`src/rtl/mem_arbiter_pkg.sv`:
```
// Shared constants for the backing-memory arbiter: default widths, state encodings
// and the round-robin tie-break helper.
package mem_arbiter_pkg;

  localparam int DMEM_BLOCK_ADDR_SIZE = 26;
  localparam int DBLOCK_SIZE_BITS     = 128;

  localparam logic [2:0] ST_IDLE    = 3'd0;
  localparam logic [2:0] ST_I_READ  = 3'd1;
  localparam logic [2:0] ST_D_READ  = 3'd2;
  localparam logic [2:0] ST_D_WRITE = 3'd3;
  localparam logic [2:0] ST_RESP    = 3'd4;

  typedef enum logic {
    GRANT_I = 1'b0,
    GRANT_D = 1'b1
  } grantSide_t;

  // I wins when it is alone, or on a tie when D was the last side served.
  function automatic logic pickI(input logic iReq, input logic dReq, input grantSide_t lastGrant);
    return iReq && (!dReq || (lastGrant == GRANT_D));
  endfunction

endpackage

```
`src/rtl/mem_arbiter.sv`:
```
// Round-robin arbiter sharing one block-wide memory port between the I-cache and
// D-cache controllers; one transaction in flight, registered responses.
//
//   state      | meaning
//   -----------+--------------------------------------------------------------
//   ST_IDLE    | no transaction; sample requests, grant and latch address/data
//   ST_I_READ  | mem_ren held for the I-side refill until mem_read_ready
//   ST_D_READ  | mem_ren held for the D-side refill until mem_read_ready
//   ST_D_WRITE | mem_wen held for the D-side write-back until mem_write_done
//   ST_RESP    | single response pulse to the requester; requests ignored
module mem_arbiter
  import mem_arbiter_pkg::*;
#(
  parameter int ADDR_W  = DMEM_BLOCK_ADDR_SIZE,
  parameter int BLOCK_W = DBLOCK_SIZE_BITS
) (
  input  logic               clock,
  input  logic               reset,
  input  logic               i_ren,
  input  logic [ADDR_W-1:0]  i_block_address,
  output logic [BLOCK_W-1:0] i_dout,
  output logic               i_read_ready,
  input  logic               d_ren,
  input  logic               d_wen,
  input  logic [ADDR_W-1:0]  d_block_address,
  input  logic [BLOCK_W-1:0] d_din,
  output logic [BLOCK_W-1:0] d_dout,
  output logic               d_read_ready,
  output logic               d_write_done,
  output logic               mem_ren,
  output logic               mem_wen,
  output logic [ADDR_W-1:0]  mem_block_address,
  output logic [BLOCK_W-1:0] mem_din,
  input  logic [BLOCK_W-1:0] mem_dout,
  input  logic               mem_read_ready,
  input  logic               mem_write_done,
  output logic               busy
);

  logic [2:0] state;
  grantSide_t lastGrant;
  logic       dReq;
  logic       grantI;
  logic       grantD;
  logic       inIdle;

  assign dReq   = d_ren | d_wen;
  assign inIdle = (state == ST_IDLE);
  assign grantI = inIdle && pickI(i_ren, dReq, lastGrant);
  assign grantD = inIdle && dReq && !pickI(i_ren, dReq, lastGrant);
  assign busy   = !inIdle;

  // FSM, grant bookkeeping, memory strobes and response pulses.
  always_ff @(posedge clock) begin
    if (reset) begin
      state        <= ST_IDLE;
      lastGrant    <= GRANT_D;
      mem_ren      <= 1'b0;
      mem_wen      <= 1'b0;
      i_read_ready <= 1'b0;
      d_read_ready <= 1'b0;
      d_write_done <= 1'b0;
    end else begin
      i_read_ready <= 1'b0;
      d_read_ready <= 1'b0;
      d_write_done <= 1'b0;
      case (state)
        ST_IDLE: begin
          if (grantI) begin
            state     <= ST_I_READ;
            mem_ren   <= 1'b1;
            lastGrant <= GRANT_I;
          end else if (grantD) begin
            lastGrant <= GRANT_D;
            // A simultaneous read+write from D is treated as the write-back.
            if (d_wen) begin
              state   <= ST_D_WRITE;
              mem_wen <= 1'b1;
            end else begin
              state   <= ST_D_READ;
              mem_ren <= 1'b1;
            end
          end
        end
        ST_I_READ: begin
          if (mem_read_ready) begin
            mem_ren      <= 1'b0;
            i_read_ready <= 1'b1;
            state        <= ST_RESP;
          end
        end
        ST_D_READ: begin
          if (mem_read_ready) begin
            mem_ren      <= 1'b0;
            d_read_ready <= 1'b1;
            state        <= ST_RESP;
          end
        end
        ST_D_WRITE: begin
          if (mem_write_done) begin
            mem_wen      <= 1'b0;
            d_write_done <= 1'b1;
            state        <= ST_RESP;
          end
        end
        ST_RESP: begin
          state <= ST_IDLE;
        end
        default: begin
          state   <= ST_IDLE;
          mem_ren <= 1'b0;
          mem_wen <= 1'b0;
        end
      endcase
    end
  end

  // Latched request copy drives memory; response data holds until the next capture.
  always_ff @(posedge clock) begin
    if (reset) begin
      mem_block_address <= '0;
      mem_din           <= '0;
      i_dout            <= '0;
      d_dout            <= '0;
    end else begin
      if (grantI) begin
        mem_block_address <= i_block_address;
      end else if (grantD) begin
        mem_block_address <= d_block_address;
        if (d_wen) mem_din <= d_din;
      end
      if ((state == ST_I_READ) && mem_read_ready) i_dout <= mem_dout;
      if ((state == ST_D_READ) && mem_read_ready) d_dout <= mem_dout;
    end
  end

endmodule
```
`config.mk`:
```
export PLATFORM = sky130hd
export DESIGN_NAME = mem_arbiter
export DESIGN_NICKNAME = d
export VERILOG_FILES = /design/src/rtl/mem_arbiter_pkg.sv /design/src/rtl/mem_arbiter.sv
export SDC_FILE = /design/constraint.sdc
export NUM_CORES = 1
export LEC_CHECK = 0
export CORE_AREA = 2 2 282 284
export CTS_CLUSTER_DIAMETER = 200
export DETAILED_ROUTE_END_ITERATION = 7
export DIE_AREA = 0 0 284 286
export PLACE_DENSITY = 0.51
export SLEW_MARGIN = 10
export SYNTH_ARGS = -nofsm -noshare
export SYNTH_HDL_FRONTEND = slang
export SYNTH_SLANG_ARGS = --single-unit
```
`constraint.sdc`:
```
create_clock -name clock -period 3.7 [get_ports clock]
set_input_delay 0.925 -clock clock [delete_from_list [all_inputs] [get_ports clock]]
set_output_delay 0.925 -clock clock [all_outputs]
set_load 0.1 [all_outputs]
```
==> out/summary.md, run 1 <==
* **clock group share of total power** 33.3%
* **cell type with the largest total area after synthesis** sky130_fd_sc_hd__dfxtp_1
* **H-Tree Level Count** 2
* **final worst path period need** 3.06 ns
* **worst clock skew** 0.0109 ns
* **Congestion Overflow GR** 0
* **share of total power in sequential cells** 34.2%
* **post-synth design cell area** 0.0146 sq mm
* **unrepaired setup endpoints after global routing** false
* **Worst Path Arrival** 2.14 ns
* **worst setup slack for register-to-register paths** 1.23 ns
* **Site Rows** 103
* **clock slew at reported path FFs** 0.06 ns
* **buffer and inverter count on the worst path** 1
* **maximum number of buffers from clock root to sink** 3
* **CTS tree** built
* **average wire length per cell after detail routing** 17.2 um
* **synthesis-stage register bit count** 419
* **share of Yosys cell area claimed by the top area cell type** 57.6%
* **Total Die Area** 0.0812 sq mm
* **core area** 0.0784 sq mm
* **number of detailed-route iterations in the first pass** 4
* **critical path's largest stage delay** 1.17 ns
* **Power Density** 613 mW/mm^2
* **wire length of the first global-routing pass** 90.3 mm
* **timing endpoint of the critical path** d_dout[28]
* **most frequent cells in the layout** sky130_fd_sc_hd__nand2_1 (771), sky130_fd_sc_hd__clkdlybuf4s50_1 (543), sky130_fd_sc_hd__dfxtp_1 (419), sky130_fd_sc_hd__a21oi_1 (390), sky130_fd_sc_hd__buf_4 (209)
* **Net Sw Frac** 39.3%
* **cell-by-cell listing of the critical path** clkdlybuf4s50_1
* **classification of the worst setup path** reg2out
* **run status** complete, no violations
* **Post-Place Cell Area** 0.0226 sq mm
* **setup TNS** 0 ns
* **part of the Yosys area used for sequential elements** 57.6%
* **antenna violations before repair** 2
* **slowest stage cell on the critical path** sky130_fd_sc_hd__clkdlybuf4s50_1
* **cell count after placement** 3514
* **Post-route DRC** 0
* **largest net degree at the start of global routing** 89
* **Combinational Power Share** 32.5%
* **most frequent standard cell in the layout excluding fill and tap cells** sky130_fd_sc_hd__nand2_1
* **final hold violation count** 0
* **share of layout cells above drive strength 1** 12.0%
* **count of routing violations after the opening detailed-route iteration** 560
* **post-layout instance area** 0.0242 sq mm
* **highest clock frequency the design can meet** 327 MHz
* **post-synthesis to final-layout area growth** 66.3%
* **worst vdd ir** 0.277 mV
* **internal power** 9.01 mW
* **required time at the worst-slack endpoint** 2.77 ns
* **category of cells accounting for the largest share of critical-path delay** buffers and inverters
* **Unique masters post-synth** 27
* **first element of the critical path** d_dout[28]$_SDFFE_PP0P_
* **worst-case setup slack after placement** 0.763 ns
* **count of final max-slew check failures** 0
* **number of filler cells placed in the layout** 8524
* **effective utilization at floorplan** 18.6%
* **number of hold-repair buffers added at the cts stage** 0
* **total power** 14.9 mW
* **worst hold margin** 0.451 ns
* **leak pwr** 8.72 nW
* **number of gates resized after CTS** 0
* **via count of the first global-routing pass** 14200
* **sum of routed wire length over all layers** 61.8 mm
* **Hold Path Class** reg2reg
* **Crit. End Element** output port
* **vertical die dimension** 286 um
* **net load switching power** 5.84 mW
* **number of synthesis warnings** 0
* **Syn Nets** 2153
* **weighted congestion reported at the end of routability-driven placement** 0.808
* **root buffer selected by CTS** sky130_fd_sc_hd__clkbuf_16
* **final setup violation count** 0
* **worst r2r path cells** 6
* **final-stage net count** 2831
* **TritonCTS Buffers** 50
* **DPL Wire Length** 44.6 mm
* **biggest area contributors in the synthesized netlist** sky130_fd_sc_hd__dfxtp_1 (58%), sky130_fd_sc_hd__nand2_1 (20%), sky130_fd_sc_hd__a21oi_1 (13%)
* **total global routing track utilization** 14.3%
* **insertion delay to the later sink of the worst-skew pair** 0.58 ns
* **crit path max fanout** 2
* **reg2reg start** state[0]$_SDFFE_PP0P_
* **cell depth of the worst setup path** 1
* **Max-slew headroom** 31.7%
* **terminus of the critical flop-to-flop path** mem_din[46]$_SDFFE_PP0P_
* **fin cells** 3604
* **number of max-cap violations** 0
* **post-detailed-route via-to-cell ratio** 4.07
* **number of top-level design ports** 731
* **Mapped Avg Cell Area** 7.93 sq um
* **slew at the pin closest to its max-slew limit** 1.02 ns
* **final core occ** 30.9%
* **total number of vias** 14700
* **crit path setup slack, layout** 0.638 ns
* **number of clock sinks seen by CTS** 419
* **Post-Synthesis Cells** 1838
* **antenna viol nets, final** 0
* **IO Port Bufs** 730
* **part of the cycle the worst path needs** 82.7%
* **setup fix buffers added after clock tree synthesis** 0
* **startpoint type of the worst setup path** register
* **DIE WIDTH** 284 um
## how the worst min path moves through the flow
stage / start / slack [ns] / depth (start not counted) / end
after global routing: d_dout[114]$_SDFFE_PP0P_ / 0.47 / 2 / d_dout[114]$_SDFFE_PP0P_
final: mem_din[117]$_SDFFE_PP0P_ / 0.45 / 2 / mem_din[117]$_SDFFE_PP0P_
after CTS: i_dout[110]$_SDFFE_PP0P_ / 0.45 / 2 / i_dout[110]$_SDFFE_PP0P_
after detailed placement: mem_din[23]$_SDFFE_PP0P_ / 0.45 / 2 / mem_din[23]$_SDFFE_PP0P_
after global placement: d_dout[94]$_SDFFE_PP0P_ / 0.44 / 2 / d_dout[94]$_SDFFE_PP0P_
after floorplan: lastGrant$_SDFFE_PP1P_ / 0.54 / 1 / lastGrant$_SDFFE_PP1P_
## logic make-up (layout without fill, tap and decap cells)
kind of cell	after synthesis	in the layout	synth area share, %
buffers and inverters	145	859	4.62
AO/OA/AOI/OAI	452	452	16.4
multiplexers	1	1	0.0687
AND/OR/NAND/NOR	821	821	21.4
flip-flops	419	419	57.5
other	0	2	0
## area by class of cell
type / instances / area [sq um] / share of cell area [%]
Clock inverter: 13 / 174 / 0.718
Tap cell: 1050 / 1310 / 5.42
Sequential cell: 419 / 8390 / 34.6
Clock buffer: 75 / 1450 / 5.97
Multi-Input combinational cell: 1274 / 5560 / 22.9
Inverter: 2 / 7.51 / 0.0310
Antenna cell: 2 / 5.00 / 0.0207
Timing Repair Buffer: 769 / 7340 / 30.3
## registers in the layout, indices dropped and copies added (netlist names)
name / flops
lastGrant: 1
mem_block_address: 26
mem_din: 128
d_write_done: 1
state: 3
d_dout: 128
d_read_ready: 1
mem_ren: 1
i_dout: 128
mem_wen: 1
i_read_ready: 1
## power by group through the flow
stage	Combinational (mW)	Clock (mW)	Sequential, mW
2_1_floorplan	0.936	0	7.64
3_3_place_gp	4.88	0	5.16
3_5_place_dp	4.87	0	5.17
4_1_cts	4.87	5.13	5.08
5_1_grt	5.04	5.31	5.12
6_report	4.83	4.95	5.08
## synth_stat cells
library cell,n
sky130_fd_sc_hd__nand3_1,5
sky130_fd_sc_hd__a221o_1,1
sky130_fd_sc_hd__and2_1,1
sky130_fd_sc_hd__buf_2,37
sky130_fd_sc_hd__a2111oi_0,1
sky130_fd_sc_hd__o31a_1,1
sky130_fd_sc_hd__buf_1,8
sky130_fd_sc_hd__a21boi_0,1
sky130_fd_sc_hd__nor2_1,36
sky130_fd_sc_hd__buf_4,18
sky130_fd_sc_hd__nand3b_1,1
sky130_fd_sc_hd__buf_6,2
sky130_fd_sc_hd__clkbuf_1,78
sky130_fd_sc_hd__nand2_1,772
sky130_fd_sc_hd__nor2b_1,2
sky130_fd_sc_hd__dfxtp_1,419
sky130_fd_sc_hd__o22ai_1,26
sky130_fd_sc_hd__nor3_4,1
sky130_fd_sc_hd__o21ai_2,2
sky130_fd_sc_hd__a2bb2oi_1,1
sky130_fd_sc_hd__and3_1,2
sky130_fd_sc_hd__a211oi_1,26
sky130_fd_sc_hd__mux2i_1,1
sky130_fd_sc_hd__o21ai_0,3
sky130_fd_sc_hd__inv_1,2
sky130_fd_sc_hd__nor3_1,1
sky130_fd_sc_hd__a21oi_1,390
## per-layer routing
| layer | GRT usage, % | part of all wire (%) |
|---|---|---|
| met1 | 16.5 | 40 |
| met5 | 0 | 0 |
| met2 | 24.1 | 48 |
| met4 | 5.33 | 3.2 |
| met3 | 5.44 | 8.7 |
Power figures use the tool's default switching activity.
==> run 2, diff against run 1 <==
--- a/config.mk
+++ b/config.mk
@@ -5,10 +5,10 @@
 export SDC_FILE = /design/constraint.sdc
 export NUM_CORES = 1
 export LEC_CHECK = 0
-export CORE_AREA = 2 2 282 284
+export CORE_AREA = 2 2 284 286
 export CTS_CLUSTER_DIAMETER = 200
 export DETAILED_ROUTE_END_ITERATION = 7
-export DIE_AREA = 0 0 284 286
+export DIE_AREA = 0 0 286 288
 export PLACE_DENSITY = 0.51
 export SLEW_MARGIN = 10
 export SYNTH_ARGS = -nofsm -noshare
==> constraint.sdc (replaced) <==
create_clock -name clock -period 3 [get_ports clock]
set_input_delay 0.75 -clock clock [delete_from_list [all_inputs] [get_ports clock]]
set_output_delay 0.75 -clock clock [all_outputs]
set_load 0.1 [all_outputs]
==> run 2 against run 1 <==
Clock power up 18%. Sequential cell count unchanged. Register-to-register slack worse by 0.23 ns. Highest routed layer is now met5. Core utilization down 1.1 points. Clock skew up 0.0089 ns.
==> out/summary.md, run 2 (synthesis gave the netlist of run 1 again) <==
* **number of gates resized after CTS** 0, unchanged
* **DPL Wire Length** 44.6 mm, about the same
* **leak pwr** 9.24 nW, +6.0%
* **Congestion Overflow GR** 0, unchanged
* **maximum number of buffers from clock root to sink** 3, unchanged
* **critical path's largest stage delay** 0.64 ns, -0.53 ns
* **number of clock sinks seen by CTS** 419, unchanged
* **vertical die dimension** 288 um, +0.70%
* **post-synthesis to final-layout area growth** 63.2%
* **largest registers** d_dout (128), i_dout (128), mem_din (128)
* **via count of the first global-routing pass** 14200, +0.14%
* **post-detailed-route via-to-cell ratio** 4.08, +0.23%
* **Max-slew headroom** 49.7%, +18 points
* **H-Tree Level Count** 2, unchanged
* **weighted congestion reported at the end of routability-driven placement** 0.780, -3.5%
* **worst r2r path cells** 6, unchanged
* **required time at the worst-slack endpoint** 2.25 ns, -0.52 ns
* **IO Port Bufs** 730, unchanged
* **category of cells accounting for the largest share of critical-path delay** flip-flops
* **number of detailed-route iterations in the first pass** 5, +1
* **part of the cycle the worst path needs** 87.7%
* **buffer and inverter count on the worst path** 3, +2
* **final worst path period need** 2.63 ns
* **share of layout cells above drive strength 1** 21.5%, +9.5 points
* **worst vdd ir** 0.377 mV, +36%
* **Worst Path Arrival** 1.88 ns, -0.26 ns
* **cell-by-cell listing of the critical path** nor3_4 > buf_4 > inv_1 > buf_12
* **largest net degree at the start of global routing** 80, -10%
* **insertion delay to the later sink of the worst-skew pair** 0.58 ns, about the same
* **startpoint type of the worst setup path** register
* **effective utilization at floorplan** 18.3%, -0.30 points
* **number of top-level design ports** 731, unchanged
* **cell depth of the worst setup path** 4, +3
* **crit path max fanout** 16, +14
* **count of routing violations after the opening detailed-route iteration** 687, +23%
* **TritonCTS Buffers** 48, -4.0%
* **antenna violations before repair** 3, +1
* **total number of vias** 14800, +0.78%
* **worst setup slack for register-to-register paths** 1.00 ns, -0.23 ns
* **terminus of the critical flop-to-flop path** mem_din[91]$_SDFFE_PP0P_
* **final setup violation count** 0, unchanged
* **number of hold-repair buffers added at the cts stage** 0, unchanged
* **worst-case setup slack after placement** 0.213 ns, -0.550 ns
* **first element of the critical path** state[0]$_SDFFE_PP0P_
* **Power Density** 758 mW/mm^2, +24%
* **Crit. End Element** output port
* **average wire length per cell after detail routing** 16.7 um, -2.8%
* **Post-Place Cell Area** 0.0222 sq mm, -1.7%
* **clock slew at reported path FFs** 0.06 ns, about the same
* **setup TNS** 0 ns, unchanged
* **root buffer selected by CTS** sky130_fd_sc_hd__clkbuf_16
* **Hold Crit Start** i_dout[64]$_SDFFE_PP0P_
* **most frequent standard cell in the layout excluding fill and tap cells** sky130_fd_sc_hd__nand2_1
* **reg2reg start** state[0]$_SDFFE_PP0P_
* **unrepaired setup endpoints after global routing** false
* **hold worst-path end** i_dout[64]$_SDFFE_PP0P_
* **run status** complete, no violations
* **sum of routed wire length over all layers** 60.4 mm, -2.3%
* **slew at the pin closest to its max-slew limit** 0.752 ns, -0.270 ns
* **antenna viol nets, final** 0, unchanged
* **core area** 0.0796 sq mm, +1.6%
* **cell depth of the worst hold path** 2, unchanged
* **most frequent cells in the layout** sky130_fd_sc_hd__nand2_1 (771), sky130_fd_sc_hd__buf_4 (448), sky130_fd_sc_hd__dfxtp_1 (419), sky130_fd_sc_hd__a21oi_1 (390), sky130_fd_sc_hd__clkdlybuf4s50_1 (313)
* **CTS tree** built
* **crit path setup slack, layout** 0.370 ns, -0.268 ns
* **DIE WIDTH** 286 um, +0.70%
* **final hold violation count** 0, unchanged
* **number of max-cap violations** 0, unchanged
* **post-layout instance area** 0.0238 sq mm, -1.9%
* **classification of the worst setup path** reg2out
* **final-stage net count** 2843, +0.42%
* **Site Rows** 104, +0.97%
* **Total Die Area** 0.0824 sq mm, +1.4%
* **Post-route DRC** 0, unchanged
* **fin cells** 3624, +0.55%
* **Hold Path Class** reg2reg
* **cell count after placement** 3538, +0.68%
* **count of final max-slew check failures** 0, unchanged
* **slowest stage cell on the critical path** sky130_fd_sc_hd__dfxtp_1
* **wire length of the first global-routing pass** 88.8 mm, -1.7%
* **highest clock frequency the design can meet** 380 MHz
* **setup fix buffers added after clock tree synthesis** 0, unchanged
* **worst clock skew** 0.0198 ns, +0.00891 ns
* **total power** 18.0 mW, +21%
* **total global routing track utilization** 13.8%, -0.55 points
[run 2: changes by cell type in the layout (fill, tap and decap cells not counted), sizes merged]
cell           before  now
clkbuf             75   74
bufinv              4    2
clkinvlp            2    0
inv                 3    4
clkdlybuf4s50     543  313
buf               226  470
[run 2: layout make-up]
type | count | area, sq um
diodes | 2 | 5.00
clock buffers | 74 | 1450
clock inverters | 10 | 108
fillers | 8662 | 55900
inverters | 2 | 7.51
multi-input cells | 1274 | 5570
flip-flops and latches | 419 | 8390
well taps | 1060 | 1330
repair buffers | 783 | 6930
[run 2: where the power goes]
| group | total (mW) | leakage, nW | switching (mW) | internal, mW |
|---|---|---|---|---|
| Combinational | 5.90 | 5.06 | 4.49 | 1.41 |
| Clock | 5.86 | 0.772 | 2.38 | 3.48 |
| Sequential | 6.28 | 3.41 | 0.264 | 6.01 |
[run 2: metal layers]
metal,track usage [%],vias up,wire [um]
met1,15.9,6785,23900
met2,23.9,527,29900
met3,4.34,86,4850
li1,-,7378,-
met5,0,-,13
met4,4.71,2,1770
[run 2: worst register-to-register path: stages, from the launching register on]
cell                      delay, ns
sky130_fd_sc_hd__dfxtp_1       0.46
sky130_fd_sc_hd__nor3_4        0.19
sky130_fd_sc_hd__buf_4         0.28
sky130_fd_sc_hd__and3_4        0.43
sky130_fd_sc_hd__buf_12        0.30
sky130_fd_sc_hd__nand2_1       0.12
sky130_fd_sc_hd__a21oi_1       0.14
[run 2: how the worst max path moves through the flow]
stage	to	slack (ns)
global placement	state[1]$_SDFFE_PP0P_	0.22
floorplan	busy	0.97
detailed placement	mem_block_address[16]$_SDFFE_PP0P_	0.21
CTS	busy	0.30
finish	busy	0.37
global route	busy	0.24
[run 2: per-stage QoR]
stage / utilization [%] / hold WS (ns)
floorplan: - / 0.545
global placement: 27.9 / 0.442
detailed placement: 27.9 / 0.447
CTS: 29.8 / 0.455
global route: 29.9 / 0.468
finish: 29.9 / 0.452
